===== src/rtl/cmp_tally_window.sv =====
// rtl/cmp_tally_window.sv - windowed tally of one-hot comparator results with majority and error flag
// Optional feature macro: CMP_TALLY_ABORT_EN (adds abort input to cancel a running window)
module cmp_tally_window #(
    parameter int WINDOW = 8,
    parameter int CW     = 4
) (
    input  logic          clk,
    input  logic          rst_n,
    input  logic          start,
    input  logic          in_valid,
    input  logic [2:0]    cmp,
`ifdef CMP_TALLY_ABORT_EN
    input  logic          abort,
`endif
    output logic          busy,
    output logic          done,
    output logic [CW-1:0] cnt_gt,
    output logic [CW-1:0] cnt_eq,
    output logic [CW-1:0] cnt_lt,
    output logic [2:0]    maj,
    output logic          err
);

    localparam int WCW = $clog2(WINDOW + 1);

    localparam logic [1:0] S_IDLE = 2'd0;
    localparam logic [1:0] S_RUN  = 2'd1;
    localparam logic [1:0] S_FIN  = 2'd2;

    localparam logic [CW-1:0]  CNT_MAX  = '1;
    localparam logic [WCW-1:0] WIN_LAST = WCW'(WINDOW);

    logic [1:0]     state;
    logic [WCW-1:0] win_cnt;

    logic           accept;
    logic           last;
    logic           abort_req;
    logic           is_gt;
    logic           is_eq;
    logic           is_lt;
    logic           onehot;
    logic [CW-1:0]  gt_nxt;
    logic [CW-1:0]  eq_nxt;
    logic [CW-1:0]  lt_nxt;
    logic [2:0]     maj_nxt;

    always_comb begin
        accept = (state == S_RUN) && in_valid;
        last   = accept && ((win_cnt + WCW'(1)) == WIN_LAST);
        is_gt  = (cmp == 3'b100);
        is_eq  = (cmp == 3'b010);
        is_lt  = (cmp == 3'b001);
        onehot = is_gt || is_eq || is_lt;
`ifdef CMP_TALLY_ABORT_EN
        abort_req = (state == S_RUN) && abort;
`else
        abort_req = 1'b0;
`endif
    end

    // Next class counts, saturating; shared by the count update and the majority decision
    always_comb begin
        gt_nxt = cnt_gt;
        eq_nxt = cnt_eq;
        lt_nxt = cnt_lt;
        if (accept && is_gt && (cnt_gt != CNT_MAX)) gt_nxt = cnt_gt + CW'(1);
        if (accept && is_eq && (cnt_eq != CNT_MAX)) eq_nxt = cnt_eq + CW'(1);
        if (accept && is_lt && (cnt_lt != CNT_MAX)) lt_nxt = cnt_lt + CW'(1);
    end

    // Strictly greatest count wins; any tie at the maximum yields no majority
    always_comb begin
        maj_nxt = 3'b000;
        if ((gt_nxt > eq_nxt) && (gt_nxt > lt_nxt)) begin
            maj_nxt = 3'b100;
        end else if ((eq_nxt > gt_nxt) && (eq_nxt > lt_nxt)) begin
            maj_nxt = 3'b010;
        end else if ((lt_nxt > gt_nxt) && (lt_nxt > eq_nxt)) begin
            maj_nxt = 3'b001;
        end
    end

    always_ff @(posedge clk or negedge rst_n) begin
        if (!rst_n) begin
            state   <= S_IDLE;
            win_cnt <= '0;
            busy    <= 1'b0;
            done    <= 1'b0;
            cnt_gt  <= '0;
            cnt_eq  <= '0;
            cnt_lt  <= '0;
            maj     <= 3'b000;
            err     <= 1'b0;
        end else begin
            done <= 1'b0;
            case (state)
                S_IDLE: begin
                    if (start) begin
                        state   <= S_RUN;
                        busy    <= 1'b1;
                        win_cnt <= '0;
                        cnt_gt  <= '0;
                        cnt_eq  <= '0;
                        cnt_lt  <= '0;
                        maj     <= 3'b000;
                        err     <= 1'b0;
                    end
                end
                S_RUN: begin
                    if (abort_req) begin
                        state   <= S_IDLE;
                        busy    <= 1'b0;
                        win_cnt <= '0;
                        cnt_gt  <= '0;
                        cnt_eq  <= '0;
                        cnt_lt  <= '0;
                        maj     <= 3'b000;
                        err     <= 1'b0;
                    end else if (accept) begin
                        win_cnt <= win_cnt + WCW'(1);
                        cnt_gt  <= gt_nxt;
                        cnt_eq  <= eq_nxt;
                        cnt_lt  <= lt_nxt;
                        if (!onehot) err <= 1'b1;
                        if (last) begin
                            state <= S_FIN;
                            busy  <= 1'b0;
                            done  <= 1'b1;
                            maj   <= maj_nxt;
                        end
                    end
                end
                S_FIN: begin
                    state <= S_IDLE;
                end
                default: begin
                    state <= S_IDLE;
                    busy  <= 1'b0;
                end
            endcase
        end
    end

endmodule


===== config.mk =====
export PLATFORM = sky130hd
export DESIGN_NAME = cmp_tally_window
export DESIGN_NICKNAME = d
export VERILOG_FILES = /design/src/rtl/cmp_tally_window.sv
export SDC_FILE = /design/constraint.sdc
export NUM_CORES = 1
export LEC_CHECK = 0
export CAP_MARGIN = 20
export CORE_ASPECT_RATIO = 1.1
export CORE_MARGIN = 8
export CORE_UTILIZATION = 36
export CTS_CLUSTER_DIAMETER = 120
export DETAILED_ROUTE_END_ITERATION = 10
export MAX_ROUTING_LAYER = met4
export PLACE_DENSITY = 0.68
export SKIP_LAST_GASP = 1
export SYNTH_ARGS = -nofsm -noshare
export SYNTH_HDL_FRONTEND = slang
export SYNTH_SLANG_ARGS = --single-unit

===== constraint.sdc =====
create_clock -name clk -period 2.45 [get_ports clk]
set_input_delay 0.245 -clock clk [delete_from_list [all_inputs] [get_ports clk]]
set_output_delay 0.245 -clock clk [all_outputs]
set_load 0.02 [all_outputs]

Word level (Yosys, flattened, before mapping)
Cells that the tools add are included.

storage, ports and cells
  bits in registers = 24
  bits in latches = 0
  bits in writable memories = 0
  bits in read-only memories = 0
  logic and storage cells = 87
  memories kept = 0

cells by class
  add/sub/neg operators = 4
  multipliers = 0
  divide/modulo/power cells = 0
  order comparisons = 6
  equality and inequality tests = 13
  shift operators = 0
  mux-type cells = 34
  bitwise operators = 1
  reduce and logical (&&, ||, !) cells = 20

operators by type and width
  cell                                                                    count
  4-bit 2-to-1 mux                                                        8
  4-bit case mux with 2 select lines                                      4
  4-bit > comparator                                                      6
  4-bit by 1-bit adder with 4-bit output (second input constant)          4
  3-bit 2-to-1 mux                                                        4
  4-bit != test (second input constant)                                   3
  4-bit AND reduction                                                     3
  1-bit logical AND                                                       11
  1-bit 2-to-1 mux                                                        10
  2-bit 2-to-1 mux                                                        4
  2-bit != test (second input constant)                                   4
  3-bit case mux with 2 select lines                                      1
  3-bit AND reduction                                                     2
  4-bit equality test (second input constant)                             1
  2-bit case mux with 2 select lines                                      1
  3-bit by 1-bit equality test with 1-bit output (second input constant)  1
  3-bit by 2-bit equality test with 1-bit output (second input constant)  1
  3-bit equality test (second input constant)                             1
  1-bit case mux with 3 select lines                                      1
  2-bit by 1-bit equality test with 1-bit output (second input constant)  1
  2-bit equality test (second input constant)                             1
  2-bit zero test                                                         1
  1-bit logical OR                                                        2
  1-bit case mux with 2 select lines                                      1
  other kinds (2)                                                         2

Logic depth before layout (Yosys ltp)
Gate-level depths: netlist (run 1).

  depth in word-level cells = 13
  depth in mapped cells = 12

Least setup slack after synthesis (run 1)
Ideal clock, no wire load.

  path kind = flip-flop to flip-flop
  from = register cnt_lt[0]
  to = register maj[1]
  setup time = 110 ps
  data arrival time = 2301 ps
  required time = 2340 ps
  setup slack = 38 ps
  stages on the path, launching flop included = 11
  buffers on the path = 0
  path through = dfrtp_1 > ha_1 > nand3_1 > nand4_4 > mux2_4 > ha_1 > nor2b_1 > o21a_1 > o21ai_0 > nand2b_1 > o41ai_1

between the ends
  longest elaborated chain between the ends = 10
  elaborated cells between the ends (all ways) = 13

RTL lines
  what                                                                            line  RTL
  from (decl)                                                                     19    output logic [CW-1:0] cnt_lt,
  from (signal assigned)                                                          124   cnt_lt <= lt_nxt;
  branches (longest 2 deep; another with 4-bit by 1-bit adder with 4-bit output)  --
  4-bit 2-to-1 mux *                                                              69    if (accept && is_lt && (cnt_lt != CNT_MAX)) lt_nxt = cnt_lt + CW'(1);
  4-bit > comparator                                                              77    end else if ((eq_nxt > gt_nxt) && (eq_nxt > lt_nxt)) begin
  1-bit logical AND                                                               77
  2-bit 2-to-1 mux                                                                77
  3-bit 2-to-1 mux *                                                              75    if ((gt_nxt > eq_nxt) && (gt_nxt > lt_nxt)) begin
  3-bit 2-to-1 mux *                                                              126   if (last) begin
  3-bit 2-to-1 mux *                                                              120   end else if (accept) begin
  3-bit case mux with 2 select lines *                                            97    case (state)
  to (signal assigned)                                                            130   maj <= maj_nxt;
  to (decl)                                                                       20    output logic [2:0] maj,

Every way passes the cells marked *. The select of a mux whose other input is x is not followed.
A chain may end at the register's enable or synchronous reset.

Worst setup path after layout (run 1)
  from = register state[1]
  to = register maj[1]

between the ends
  longest elaborated chain between the ends = 12
  elaborated cells between the ends (all ways) = 29

RTL lines
  what                                                       line        RTL
  from (decl)                                                33          logic [1:0] state;
  from (signal assigned)                                     86          state <= S_IDLE;
  from (signal assigned)                                     100         state <= S_RUN;
  from (signal assigned)                                     112         state <= S_IDLE;
  2-bit by 1-bit equality test with 1-bit output             49, 97
  1-bit logical AND                                          49          accept = (state == S_RUN) && in_valid;
  1-bit logical AND, on equally long branches (2 in series)  68, 67, 69
  4-bit 2-to-1 mux, on equally long branches                 68, 67, 69
  4-bit > comparator                                         77
  1-bit logical AND                                          77
  2-bit 2-to-1 mux                                           77
  3-bit 2-to-1 mux                                           75
  3-bit 2-to-1 mux                                           126
  3-bit 2-to-1 mux                                           120
  3-bit case mux with 2 select lines                         97

Several ways; a longest one is shown, not always the timed one. The select of a mux whose other input is x is not followed.

==> key figures, run 1 <==
Critical path
  – Worst Reg2Reg Path Length in Cells: 10
  – Worst Setup SP: state[1]$_DFFE_PN0P_
  – Worst r2r dst: maj[1]$_DFFE_PN0P_
  – CP Class: register to register
  – Crit start category: register
  – R2r setup slk: between 100 and 150 ps
  – CP max FO: 3
  – CP Data Required Time: about 2600 ps
  – Nature of the critical path endpoint: register
  – Critical Path End: maj[1]$_DFFE_PN0P_
  – R2r startpoint: state[1]$_DFFE_PN0P_
  – CP arrival: ~2500 ps

Drt
  – Routed vias/inst: between 5 and 6
  – Initial drt markers: 73
  – Final ANT Viol Nets: 0
  – Total number of vias: between 1000 and 1500
  – DRC viols: 0
  – Total iterations of the first detailed-routing run: 4
  – WL final: 3990 µm
  – DR WL/cell: 14.5 µm

STA
  – Post-route setup TNS: 0 ps
  – Final Critical Period: between 2000 and 2500 ps
  – Clk_skew: between 3 and 4 ps
  – Max Freq: between 400 and 500 MHz
  – Slew margin rel.: 78.1%
  – Worst-margin pin slew: approximately 330 ps
  – Fin crit share: 94.5%
  – Max Slew Vio Count: 0
  – Final hold viol count: 0
  – Final setup fails: 0

Die
  – Die area: just under 0.007 mm²
  – Initial Util: between 30% and 40%
  – Die height: slightly below 90 µm
  – Rows: 25
  – I/O pins: 25
  – Die width: 80.1 µm
  – Core area: 0.00432 mm²

Placement
  – IO Port Bufs: 24
  – GP Congestion: 0.834
  – DP Area: roughly 0.0021 mm²
  – Cells after DPL: 270
  – Post-DP HPWL: about 3200 µm

Outcome
  – Status: finished clean

CTS
  – CTS Buf Count: 3
  – Clock Pin Slew Worst Setup and Hold Paths: 90 ps
  – Hold-fix buffers at CTS: 0
  – CTS Sinks: 24
  – Root Buffer: clkbuf_8
  – Clock buffer depth: 2
  – Htree depth: 1
  – Clock latency on the worst-skew pair: around 270 ps
  – TritonCTS clock tree: built

Synth
  – Mapped Cells: approximately 160
  – Yosys reg bits: 24
  – Most used DFF post-synth: dfrtp_1
  – Syn Nets: 184
  – Post-synthesis sequential area ratio: around 37%
  – Mean post-synth cell area: around 9.9 µm²
  – Yosys synthesis warning count: 0
  – Synth unique cells: 46
  – Number of synthesized flops with an enable pin: 0
  – Async SR Flop Fraction: 100%
  – Cell Area, Synth: roughly 0.0016 mm²

Worst hold path
  – Hold Path Class: input port to asynchronous set/reset pin

Final layout
  – Area occupied by multi-input gates: 1000 µm²
  – Post-Layout Cell Count: 275
  – Register area: between 600 and 700 µm²
  – Share of cells above drive strength 1: 28.1%
  – Final core occ: a little over half
  – Antenna diode count: 0
  – Final #Nets: around 240
  – Area Growth Syn to Fin: 38.5%
  – Fill count: approximately 410
  – Final Cell Area: about 0.0023 mm²

Global route
  – Global-route wire length before repair: approximately 6700 µm
  – Largest net degree at the start of global routing: 25
  – Total grt overflow: 0
  – Initial antenna violation count: 0
  – Vias in the first global route: 1400
  – Overall Global Routing Usage: between 10% and 20%

Power and ir drop
  – Cell leakage power: 0.00100 µW
  – Power Dens Cells: just over 900 mW/mm²
  – Peak supply drop: 0.368 mV

Flow run
  – Max-cap viol count: 0
[cells in the final DEF, fill, tap and decap left out, types with 3 or more instances in the layout]
cell type        netlist  final
nand3_2                2      3
nand2b_1               3      3
a31oi_1                3      3
inv_1                  9      8
o21ai_0               12     11
clkdlybuf4s50_1        0     22
nand3_1                9      8
xnor2_1                4      3
nor2_1                 9      9
xor2_1                 6      6
nand2_1               15     15
ha_1                  13     12
clkbuf_8               0      3
dfrtp_1               24     24
a22o_2                 4      4
a21oi_1                7      7
buf_4                  0     32
[synthesized netlist by cell type (2+ instances only)]
| cell | n | area (µm²) |
|---|---|---|
| o21ai_0 | 12 | 60.1 |
| mux2_4 | 2 | 30.0 |
| nand2_1 | 15 | 56.3 |
| nor3b_1 | 2 | 15.0 |
| buf_6 | 2 | 22.5 |
| a21oi_1 | 7 | 35.0 |
| xor2_1 | 6 | 52.6 |
| and3b_1 | 3 | 26.3 |
| nand2b_1 | 3 | 18.8 |
| and4_1 | 2 | 17.5 |
| a31oi_1 | 3 | 18.8 |
| nor3_1 | 2 | 10.0 |
| mux2i_1 | 2 | 20.0 |
| nand4_1 | 2 | 12.5 |
| ha_1 | 13 | 163 |
| nor2_1 | 9 | 33.8 |
| nor2b_1 | 3 | 18.8 |
| nand3_2 | 2 | 20.0 |
| nand3_1 | 9 | 45.0 |
| inv_1 | 9 | 33.8 |
| o31ai_1 | 2 | 15.0 |
| a22o_2 | 4 | 40.0 |
| xnor2_1 | 4 | 35.0 |
| dfrtp_1 | 24 | 601 |
[how the worst min path moves through the flow]
stage | cells past startpoint | end
after floorplan | 0 | busy$_DFFE_PN0P_
after global placement | 2 | maj[1]$_DFFE_PN0P_
after detailed placement | 2 | maj[0]$_DFFE_PN0P_
after CTS | 2 | cnt_eq[2]$_DFFE_PN0P_
final | 2 | state[1]$_DFFE_PN0P_
after global routing | 2 | done$_DFF_PN0_
[registers in the layout, summed over array words and instances, names as in the netlist]
| register | count |
|---|---|
| cnt_eq | 4 |
| cnt_gt | 4 |
| cnt_lt | 4 |
| win_cnt | 4 |
| maj | 3 |
| state | 2 |
| busy | 1 |
| done | 1 |
| err | 1 |
[stage by stage]
| step | setup WS, ps | hold WS [ps] | power, µW |
|---|---|---|---|
| 4_1_cts | 10.3 | 325 | 2050 |
| 3_5_place_dp | -391 | 479 | 1680 |
| 2_1_floorplan | 38.4 | -50.6 | 1240 |
| 5_1_grt | -36.2 | 353 | 2220 |
| 3_3_place_gp | -329 | 469 | 1660 |
| 6_report | 135 | 323 | 2060 |
[kinds of logic after synthesis]
family	synth area share, %
AOI/OAI and AO/OA	15.7
xor gates and xnor gates	5.38
adders and majority gates	11.3
buffers and inverters	3.69
DFF	36.9
muxes	6.00
and+or+nand+nor	21.1
[critical path: stages, from the launching register on]
cell      delay [ps]
dfrtp_1          400
and4bb_4         360
nand3_2          100
mux2_4           320
inv_2             80
ha_1             240
nor2b_1          130
o21a_1           160
o21ai_1          120
nand2b_1         100
o41ai_2          200
[cell type report]
class,instances,share of cell area [%]
clock buffers,3,1.83
clock inverters,1,1.33
inverters,9,1.50
multi-input cells,128,44.3
flip-flops and latches,24,26.6
well taps,54,3.00
repair buffers,56,21.4
[power breakdown]
part / leakage, µW / internal [µW] / switching, µW / total [µW]
clock network: 0.0000357 / 219 / 134 / 353
registers: 0.000311 / 504 / 97.0 / 601
logic: 0.000657 / 557 / 547 / 1100
total: 0.00100 / 1280 / 778 / 2060
[routing by layer]
layer	routed length [µm]	GRT usage, %	vias to the layer above
met5	0	-	-
met4	31	3.97	0
met3	153	2.28	4
met2	1800	18.5	25
met1	2010	16.6	676
li1	-	-	713
[timing repair]
item / CTS / global route
setup buffers: 0 / 1
resized for setup: 2 / 9
endpoints found under the setup margin: 3 / 3
pin swaps: 0 / 1
Note: power is estimated with default switching activity, not from simulation.
==> inputs of run 2 (changes only) <==
--- a/config.mk
+++ b/config.mk
@@ -10,6 +10,7 @@
 export CORE_MARGIN = 8
 export CORE_UTILIZATION = 36
 export CTS_CLUSTER_DIAMETER = 120
+export CTS_CLUSTER_SIZE = 24
 export DETAILED_ROUTE_END_ITERATION = 10
 export MAX_ROUTING_LAYER = met4
 export PLACE_DENSITY = 0.68
==> results of run 2 <==
Same layout as run 1: the final DEF is identical, and so are final timing and power.
==> inputs of run 3 (changes only) <==
--- a/config.mk
+++ b/config.mk
@@ -13,7 +13,7 @@
 export CTS_CLUSTER_SIZE = 24
 export DETAILED_ROUTE_END_ITERATION = 10
 export MAX_ROUTING_LAYER = met4
-export PLACE_DENSITY = 0.68
+export PLACE_DENSITY = 0.66
 export SKIP_LAST_GASP = 1
 export SYNTH_ARGS = -nofsm -noshare
 export SYNTH_HDL_FRONTEND = slang
==> constraint.sdc (replaced) <==
create_clock -name clk -period 2.77 [get_ports clk]
set_input_delay 0.277 -clock clk [delete_from_list [all_inputs] [get_ports clk]]
set_output_delay 0.277 -clock clk [all_outputs]
set_load 0.02 [all_outputs]
==> key figures, run 3 (synthesis gave the netlist of run 1 again) <==
Final layout
  – Final #Nets: ~230
  – Area Growth Syn to Fin: 29.4%
  – Post-Layout Cell Count: between 200 and 300
  – Antenna diode count: 0
  – Register area: between 600 and 700 µm²
  – Most frequent cells in the layout: 24 x dfrtp_1, 24 x clkdlybuf4s50_1, 19 x buf_4
  – Area occupied by multi-input gates: approximately 970 µm²
  – Share of cells above drive strength 1: about a fifth
  – Fill count: roughly 420

Global route
  – Largest net degree at the start of global routing: 25
  – Total grt overflow: 0
  – Initial antenna violation count: 0
  – Global-route wire length before repair: roughly 6500 µm
  – Vias in the first global route: roughly 1400
  – Overall Global Routing Usage: 12.2%

Placement
  – GP Congestion: between 0.8 and 0.9
  – Worst slack at placement: -4.73 ps
  – Post-DP HPWL: about 3000 µm
  – Cells after DPL: roughly 260
  – IO Port Bufs: 24

Die
  – Rows: 25
  – Initial Util: about 38%
  – Die area: around 0.0069 mm²
  – Die width: ~80 µm
  – Die height: around 87 µm
  – I/O pins: 25
  – Core area: 0.00432 mm²

STA
  – Slew margin rel.: between 70% and 80%
  – Post-route setup TNS: 0 ps
  – Final hold viol count: 0
  – Clk_skew: just under 7 ps
  – Max Slew Vio Count: 0
  – Final setup fails: 0
  – Fin crit share: about nine tenths
  – Worst-margin pin slew: 380 ps
  – Fin worst setup slack: around 250 ps
  – Max Freq: 398 MHz
  – Final Critical Period: roughly 2500 ps
  – RSZ-0062 raised after global routing: no

Drt
  – WL final: between 3000 and 4000 µm
  – Total number of vias: 1389
  – Initial drt markers: 53
  – DRC viols: 0
  – Final ANT Viol Nets: 0
  – Total iterations of the first detailed-routing run: 4
  – DR WL/cell: about 15 µm
  – Routed vias/inst: around 5.3

Outcome
  – Status: finished clean

CTS
  – Htree depth: 1
  – Setup Fix Bufs, Post-CTS: 0
  – Root Buffer: clkbuf_8
  – Clock latency on the worst-skew pair: ~270 ps
  – CTS Sinks: 24
  – Clock buffer depth: 2
  – CTS Buf Count: 3
  – Post-cts resize count: 0
  – Clock Pin Slew Worst Setup and Hold Paths: about 90 ps
  – Hold-fix buffers at CTS: 0
  – TritonCTS clock tree: built

Critical path
  – Nature of the critical path endpoint: register
  – CP max FO: 6
  – Crit start category: register
  – CP Data Required Time: slightly below 3000 ps
  – CP arrival: between 2000 and 3000 ps
  – Worst Reg2Reg Path Length in Cells: 10
  – CP Class: register to register

Power and ir drop
  – Cell leakage power: slightly above 0.0009 µW
  – Peak supply drop: about 0.37 mV
  – Total power: ~1700 µW
  – Power Dens Cells: between 700 and 800 mW/mm²

Worst hold path
  – Hold Path Class: input port to asynchronous set/reset pin

Flow run
  – Max-cap viol count: 0
run 3: changes by cell type in the layout (fill, tap and decap cells not counted), sizes merged:
cell / before / now
buf: 32 / 19
clkdlybuf4s50: 22 / 24
bufinv: 1 / 0
clkbuf: 3 / 4
dlygate4sd2: 1 / 0
dlymetal6s2s: 1 / 0
run 3: cell type report:
type,count,share of cell area [%]
clock buffer,4,2.61
inverter,9,1.60
multi-input combinational,128,45.9
sequential,24,28.5
tap,54,3.21
timing repair buffer,43,18.2
run 3: worst max-delay path, stage by stage, from the launching register on:
cell	delay (ps)
dfrtp_1	440
and4bb_4	390
nand3_2	110
mux2_4	330
inv_1	110
ha_1	250
nor2b_1	140
o21a_1	160
o21ai_0	160
nand2b_1	100
o41ai_1	230
run 3: report_power, final:
part           switching, µW  internal (µW)  total [µW]
clock                    111            127         238
combinational            438            439         877
sequential               108            446         554
run 3: path summary, 6_finish.rpt:
kind / start / end / slack, ps
worst max register to register: state[1]$_DFFE_PN0P_ / maj[1]$_DFFE_PN0P_ / 250
worst min-delay path: rst_n / win_cnt[2]$_DFFE_PN0P_ / 360
max in group asynchronous: rst_n / cnt_eq[0]$_DFFE_PN0P_ / 2160
worst min register to register: maj[1]$_DFFE_PN0P_ / maj[1]$_DFFE_PN0P_ / 490
worst max-delay path: state[1]$_DFFE_PN0P_ / maj[1]$_DFFE_PN0P_ / 250
min in group clk: maj[1]$_DFFE_PN0P_ / maj[1]$_DFFE_PN0P_ / 490
run 3: metal layers:
metal / vias up / share of wire, % / GRT usage [%]
met5: - / 0 / -
met2: 26 / 49 / 19.7
li1: 689 / - / -
met1: 668 / 46 / 14.8
met4: 0 / 2.1 / 5.63
met3: 6 / 3.2 / 1.55
run 3: stage by stage:
stage | instance area, µm² | hold slack [ps] | utilization [%]
detailed placement | 2050 | 465 | 47.5
CTS | 2110 | 375 | 48.8
finish | 2110 | 362 | 48.8
global placement | 2050 | 466 | 47.5
global route | 2110 | 380 | 48.8
floorplan | 1630 | -18.6 | -
